## config.mk

```make
export PLATFORM = sky130hd
export DESIGN_NAME = csr_timer_bank
export DESIGN_NICKNAME = d
export VERILOG_FILES = /design/src/rtl/csr_timer_bank.sv
export SDC_FILE = /design/constraint.sdc
export NUM_CORES = 1
export LEC_CHECK = 0
export CAP_MARGIN = 20
export CORE_MARGIN = 2
export CORE_UTILIZATION = 55
export DETAILED_ROUTE_END_ITERATION = 7
export PLACE_DENSITY = 0.85
export SETUP_SLACK_MARGIN = 0.1
export SYNTH_ARGS = -nofsm -noshare
export SYNTH_HDL_FRONTEND = slang
export SYNTH_SLANG_ARGS = --single-unit
```

## constraint.sdc

```tcl
create_clock -name clk -period 2.2 [get_ports clk]
set_clock_uncertainty 0.05 [all_clocks]
set_input_delay 0.44 -clock clk [delete_from_list [all_inputs] [get_ports clk]]
set_output_delay 0.44 -clock clk [all_outputs]
set_load 0.005 [all_outputs]
```

## src/rtl/csr_timer_bank.sv

```systemverilog
// Eight-register CSR bank: 7-segment latches, IO, prescaled 2*WIDTH-bit counter,
// control, W1C status with maskable interrupt, and a full-state scan chain.
module csr_timer_bank #(
    parameter int               WIDTH      = 8,
    parameter logic [WIDTH-1:0] CTRL_RESET = '0
) (
    input  logic             clk,
    input  logic             rst,
    input  logic [2:0]       addr,
    input  logic [WIDTH-1:0] data_in,
    input  logic             wr_enable,
    input  logic [WIDTH-1:0] IO_IN,
    input  logic             processor_enable,
    input  logic             scan_enable,
    input  logic             scan_in,
    output logic [WIDTH-1:0] data_out,
    output logic [WIDTH-1:0] SEGEXE_L_OUT,
    output logic [WIDTH-1:0] SEGEXE_H_OUT,
    output logic [WIDTH-1:0] IO_OUT,
    output logic             INT_OUT,
    output logic             scan_out
);
    localparam int PW = WIDTH - 4;
    localparam int CW = 2 * WIDTH;
    localparam int SW = 8 * WIDTH;

    logic [WIDTH-1:0] seg_l_q, seg_h_q, io_in_q, io_out_q;
    logic [WIDTH-1:0] cnt_l_q, cnt_h_q, ctrl_q, status_q;
    logic [WIDTH-1:0] seg_l_d, seg_h_d, io_in_d, io_out_d;
    logic [WIDTH-1:0] cnt_l_d, cnt_h_d, ctrl_d, status_d;
    logic [PW-1:0]    pcnt_q, pcnt_d;

    logic [CW-1:0]    cnt, cnt_inc;
    logic [SW-1:0]    chain, chain_shifted;
    logic [WIDTH-1:0] w1c_mask;
    logic             tick, wr_cnt, ovf_set, iochg_set;

    assign cnt       = {cnt_h_q, cnt_l_q};
    assign cnt_inc   = cnt + CW'(1);
    assign tick      = processor_enable & ctrl_q[1] & (pcnt_q == ctrl_q[WIDTH-1:4]);
    assign wr_cnt    = wr_enable & ((addr == 3'd4) | (addr == 3'd5));
    // A software write to either counter half suppresses both the increment and OVF.
    assign ovf_set   = tick & ~wr_cnt & (&cnt);
    assign iochg_set = processor_enable & (IO_IN != io_in_q);

    always_comb begin
        seg_l_d  = seg_l_q;
        seg_h_d  = seg_h_q;
        io_in_d  = io_in_q;
        io_out_d = io_out_q;
        cnt_l_d  = cnt_l_q;
        cnt_h_d  = cnt_h_q;
        ctrl_d   = ctrl_q;
        pcnt_d   = pcnt_q;
        w1c_mask = '0;

        if (processor_enable & ctrl_q[1]) begin
            pcnt_d = tick ? '0 : pcnt_q + PW'(1);
        end
        if (processor_enable) begin
            io_in_d = IO_IN;
        end
        if (tick & ~wr_cnt) begin
            {cnt_h_d, cnt_l_d} = cnt_inc;
        end

        if (wr_enable) begin
            case (addr)
                3'd0: seg_l_d  = data_in;
                3'd1: seg_h_d  = data_in;
                3'd3: io_out_d = data_in;
                3'd4: cnt_l_d  = data_in;
                3'd5: cnt_h_d  = data_in;
                3'd6: begin
                    ctrl_d = data_in;
                    pcnt_d = '0;
                end
                3'd7: w1c_mask = data_in;
                default: ;
            endcase
        end

        // Hardware set is applied after the clear so a coincident event wins.
        status_d = (status_q & ~w1c_mask) | {{(WIDTH-2){1'b0}}, iochg_set, ovf_set};
    end

    assign chain         = {status_q, ctrl_q, cnt_h_q, cnt_l_q, io_out_q, io_in_q, seg_h_q, seg_l_q};
    assign chain_shifted = {chain[SW-2:0], scan_in};

    always_ff @(posedge clk) begin
        if (rst) begin
            seg_l_q  <= '0;
            seg_h_q  <= '0;
            io_in_q  <= '0;
            io_out_q <= '0;
            cnt_l_q  <= '0;
            cnt_h_q  <= '0;
            ctrl_q   <= CTRL_RESET;
            status_q <= '0;
            pcnt_q   <= '0;
        end else if (scan_enable) begin
            {status_q, ctrl_q, cnt_h_q, cnt_l_q, io_out_q, io_in_q, seg_h_q, seg_l_q} <= chain_shifted;
        end else begin
            seg_l_q  <= seg_l_d;
            seg_h_q  <= seg_h_d;
            io_in_q  <= io_in_d;
            io_out_q <= io_out_d;
            cnt_l_q  <= cnt_l_d;
            cnt_h_q  <= cnt_h_d;
            ctrl_q   <= ctrl_d;
            status_q <= status_d;
            pcnt_q   <= pcnt_d;
        end
    end

    always_comb begin
        data_out = '0;
        case (addr)
            3'd0: data_out = seg_l_q;
            3'd1: data_out = seg_h_q;
            3'd2: data_out = io_in_q;
            3'd3: data_out = io_out_q;
            3'd4: data_out = cnt_l_q;
            3'd5: data_out = cnt_h_q;
            3'd6: data_out = ctrl_q;
            3'd7: data_out = status_q;
            default: data_out = '0;
        endcase
    end

    assign SEGEXE_L_OUT = seg_l_q;
    assign SEGEXE_H_OUT = seg_h_q;
    assign IO_OUT       = io_out_q;
    assign INT_OUT      = ctrl_q[0] | (status_q[0] & ctrl_q[2]) | (status_q[1] & ctrl_q[3]);
    assign scan_out     = status_q[WIDTH-1];

endmodule

```

# Word level (Yosys, flattened, before mapping)
# Cells that the tools add are included.
# totals
output_inout_bits	34
reg_bits	68
# op_classes
n_eq_ne	9
n_mux	30
bitwise	15
n_reduce_logical	12
add_sub_neg	2
# ops
cell	count
$mux 8	25
$pmux 8 s8	1
$add 16x1->16 const B	1
$mux 4	4
$reduce_and 16->1	1
$eq 3x3->1 const B	4
$reduce_bool 2->1	6
$and 1x1->1	8
$and 8x8->8	1
$ne 8x8->1	1
$not 8->8	1
$or 8x2->8	1
$reduce_and 2->1	4
$eq 3x2->1 const B	2
$add 4x1->4 const B	1
$eq 4x4->1	1
$eq 3x1->1 const B	1
$logic_not 3->1	1
$or 1x1->1	3
$not 1->1	1

# Logic depth before layout (Yosys ltp)
# depth
word_depth	9
depth_mapped	7
mapped_depth_nobuf	6

# Worst setup path after synthesis
# No wires, ideal clock.
# synth_timing
path_type	input port to output port
startpoint	in addr[0]
endpoint	out data_out[0]
n_path_buf	4
stages	7
t_arrival_ps	1632
required_ps	1710
setup_slack_ps	78
cell_sequence	buf_2 -> buf_2 -> buf_2 -> clkbuf_1 -> a21oi_1 -> a221oi_1 -> nor2_1
# synth_via
elab_chain_cells	2
word_cells_on_any_way	9
cone_classes	eq/ne (7); mux (1); reduce/logical (1)
# synth_lines
item	line	source
from (decl)	9	input logic [2:0] addr,
$eq 3x3->1 (tied with other cells)	118	case (addr)
$pmux 8 s8 *	118	
to (decl)	16	output logic [WIDTH-1:0] data_out,
# Mark *: on every way between the ends. The rest lies on a longest branch, timed or not.

# Final worst setup path
# layout_timing
startpoint	reg cnt_l_q[6]
endpoint	out data_out[6]
# layout_via
elab_chain_cells	1
# layout_lines
item	line	source
from (decl)	28	logic [WIDTH-1:0] cnt_l_q, cnt_h_q, ctrl_q, status_q;
from (signal assigned)	102	{status_q, ctrl_q, cnt_h_q, cnt_l_q, io_out_q, io_in_q, seg_h_q, seg_l_q} <= chain_shifted;
from (signal assigned)	108	cnt_l_q <= cnt_l_d;
$pmux 8 s8	118	
# No other way between the ends.

==> out/results.ini <==
[outcome]
run_status = complete, no violations

[floorplan]
initial_core_utilization_pct = 56.7
boundaryPins = 59
design.core.area_sq_um = 7210
placement_rows = 31
overall_die_area_sq_um = 8150
floorplan.die.height_microns = 90.3
die_x_microns = 90.3

[synthesis]
synthesis.area_sq_um = 4090
yosysUniqueCellTypes = 55
synth_ff_type = sky130_fd_sc_hd__dfxtp_1
synth_xor_xnor_area_share_pct = 5.14
synthesis.instances = 520
synth-warning-count = 0
yosysSeqAreaShare_pct = 33.3
synth_compound_area_share_pct = 23.9
postSynthRegisterBits = 68
synth_top_family_by_area = compound AO/OA/AOI/OAI gates
synth_nets = 547
ys_async_sr_fraction_pct = 0
yosys.area_share.adder_pct = 0.611
synth-edff-count = 0
post_synth_and_or_nand_nor_area_fraction_pct = 22.1
synthesis.area_per_instance_sq_um = 7.87
synth.area.mux_share_pct = 10.6

[route]
totalWireLength_mm = 14.5
route.detailed.vias_per_inst = 6.46
drt.antenna.violating_nets = 0
routed_wire_length_per_instance_microns = 20.0
drc_markers = 0
initial_detailed_routing_violation_count = 528
detail_route.first_pass.iterations = 5
routed-via-count = 4688

[pwr]
max-vdd-ir-drop_mv = 0.388
power_per_cell_area_nw_per_um2 = 575
p_total_uw = 3190
total_leakage_power_uw = 0.00222

[cells_and_area]
stdcell_count = 726
finish.utilization_pct = 76.8
final_common_cell = sky130_fd_sc_hd__nor2_1
drive_gt1_share_pct = 20.4
antenna_diode_count = 0
mostFrequentLayoutCells = sky130_fd_sc_hd__nor2_1 (71), sky130_fd_sc_hd__a21oi_1 (66), sky130_fd_sc_hd__dfxtp_1 (65), sky130_fd_sc_hd__buf_4 (57), sky130_fd_sc_hd__nand2_1 (51)
flow.area_growth_from_synthesis_pct = 35.5
fin_nets = 649

[worst_hold_path]
min_delay_path_depth = 1
min_path_type = reg -> reg
hold_end = pcnt_q[3]$_SDFFE_PP0N_
min-delay-start = pcnt_q[3]$_SDFFE_PP0N_

[critical_path]
critical-path-top-delay-family = compound AO/OA/AOI/OAI gates
timing.rr.end = cnt_l_q[3]$_SDFF_PP0_
worstPathCellList = mux2_4, a22o_1, a221oi_2, a21oi_1, buf_2
crit_slowest_cell = sky130_fd_sc_hd__dfxtp_2
timing.reg2reg.worst_path_depth = 7
cp_data_required_time_ps = 1710
worstSetupEndpointType = output pin
crit_arrival_ps = 1590
crit_path_start = cnt_l_q[6]$_SDFF_PP0_
cp_num_buf_inv = 1
critical_path.reg2reg.startpoint = ctrl_q[4]$_SDFFE_PP0P_
crit_path_max_fanout = 2
crit_path_start_kind = register
cp.depth = 5
worst-setup-path-type = reg -> out
cp_slowest_stage_delay_ps = 340
r2r_setup_slack_ps = 240

[cts]
clock-root-buffer = sky130_fd_sc_hd__clkbuf_8
cts_max_path_buffers = 2
cts_tree = yes
clock-sinks = 68
h-tree-depth = 3
cts-buffers-inserted = 9
cts_hold_buffers = 0
clk_latency_ps = 350
clkSlewWorstSetupHoldPaths_ps = 80

[sta]
setup_violations = 0
final_min_period_over_clock_period_pct = 94.4
slew_violations = 0
report.final.hold_viol_count = 0
rsz0062_at_grt = yes
maxSlewHeadroom_pct = 63.0
worst_tran_pin_value_ps = 553
period_minus_slack_ps = 2080
fin_tns_setup_ps = 0
clock.fmax_ghz = 0.482

[flow_run]
number_of_violations_of_the_max_capacitance_limit = 0

[grt]
grt.overflow.total = 0
antenna_violations_before_repair = 0
grt_pass1_wl_mm = 22.6
first_global_vias = 4402
globalRouteTotalUtil_pct = 34.8
grt_max_degree = 75

[place]
gp_congestion = 0.932
detailedPlacementHpwl_mm = 9.85
dpl.cell_count = 699
port_buffers = 58

metal layers:
metal  track usage, %  wire length, microns  vias to the layer above
li1                 -                     -                     2094
met1             44.6                  5650                     2178
met2             57.2                  6590                      334
met3             5.26                  1410                       82
met4             17.8                   858                        0
met5                0                     0                        -
repair_timing:
item                       4_1_cts  5_1_grt
gates resized for setup         71       12
setup buffers                    7        5
pin swaps                       13        7
setup endpoints to repair        8        6
cell usage after synthesis, types with 9 or more instances:
library cell / instances / area, sq um
sky130_fd_sc_hd__nand2_1: 52 / 195
sky130_fd_sc_hd__xor2_1: 23 / 201
sky130_fd_sc_hd__dfxtp_1: 68 / 1360
sky130_fd_sc_hd__o21ai_0: 10 / 50.1
sky130_fd_sc_hd__a211oi_1: 10 / 75.1
sky130_fd_sc_hd__mux2i_1: 32 / 320
sky130_fd_sc_hd__inv_1: 9 / 33.8
sky130_fd_sc_hd__o22ai_1: 14 / 87.6
sky130_fd_sc_hd__a22oi_1: 18 / 135
sky130_fd_sc_hd__nor2_1: 71 / 267
sky130_fd_sc_hd__nor2b_1: 10 / 62.6
sky130_fd_sc_hd__clkbuf_1: 19 / 71.3
sky130_fd_sc_hd__a21oi_1: 68 / 340
sky130_fd_sc_hd__buf_2: 10 / 50.1
worst max-delay path by stage:
stage and to:
2_1_floorplan data_out[0], 3_3_place_gp data_out[5], 3_5_place_dp data_out[0], 4_1_cts data_out[3], 5_1_grt data_out[6], 6_report data_out[6]
power by group:
group	leakage, uW	total [uW]	internal [uW]	switching, uW
logic	0.00155	576	277	300
clock network	0.000122	1290	784	503
registers	0.000555	1330	1270	57.4
total	0.00222	3190	2330	860
cell type report:
class	instances	area, sq um
Sequential cell	68	1370
Fill cell	485	1670
Timing Repair Buffer	126	1120
Tap cell	99	124
Clock inverter	6	111
Multi-Input combinational cell	407	2650
Inverter	10	38.8
Clock buffer	10	138
metrics by stage:
stage | cell area (sq um) | setup slack, ps | hold slack (ps)
2_1_floorplan | 4090 | 172 | 400
3_3_place_gp | 5120 | -704 | 418
6_report | 5540 | 124 | 451
5_1_grt | 5540 | 80.3 | 488
4_1_cts | 5480 | 101 | 445
3_5_place_dp | 5120 | -742 | 429
cells by family after synthesis:
| family | count (synthesis) |
|---|---|
| AND/OR/NAND/NOR | 189 |
| adder cells (fa/ha/maj) | 2 |
| multiplexers | 38 |
| flip-flops | 68 |
| XOR/XNOR | 24 |
| buffers and inverters | 45 |
| AO/OA/AOI/OAI | 154 |
state kept, by name (all words and copies together) (netlist names):
register and flops:
IO_OUT 8, SEGEXE_H_OUT 8, SEGEXE_L_OUT 8, cnt_h_q 8, cnt_l_q 8, ctrl_q 8
io_in_q 8, status_q 8, pcnt_q 4
Power figures use the tool's default switching activity.
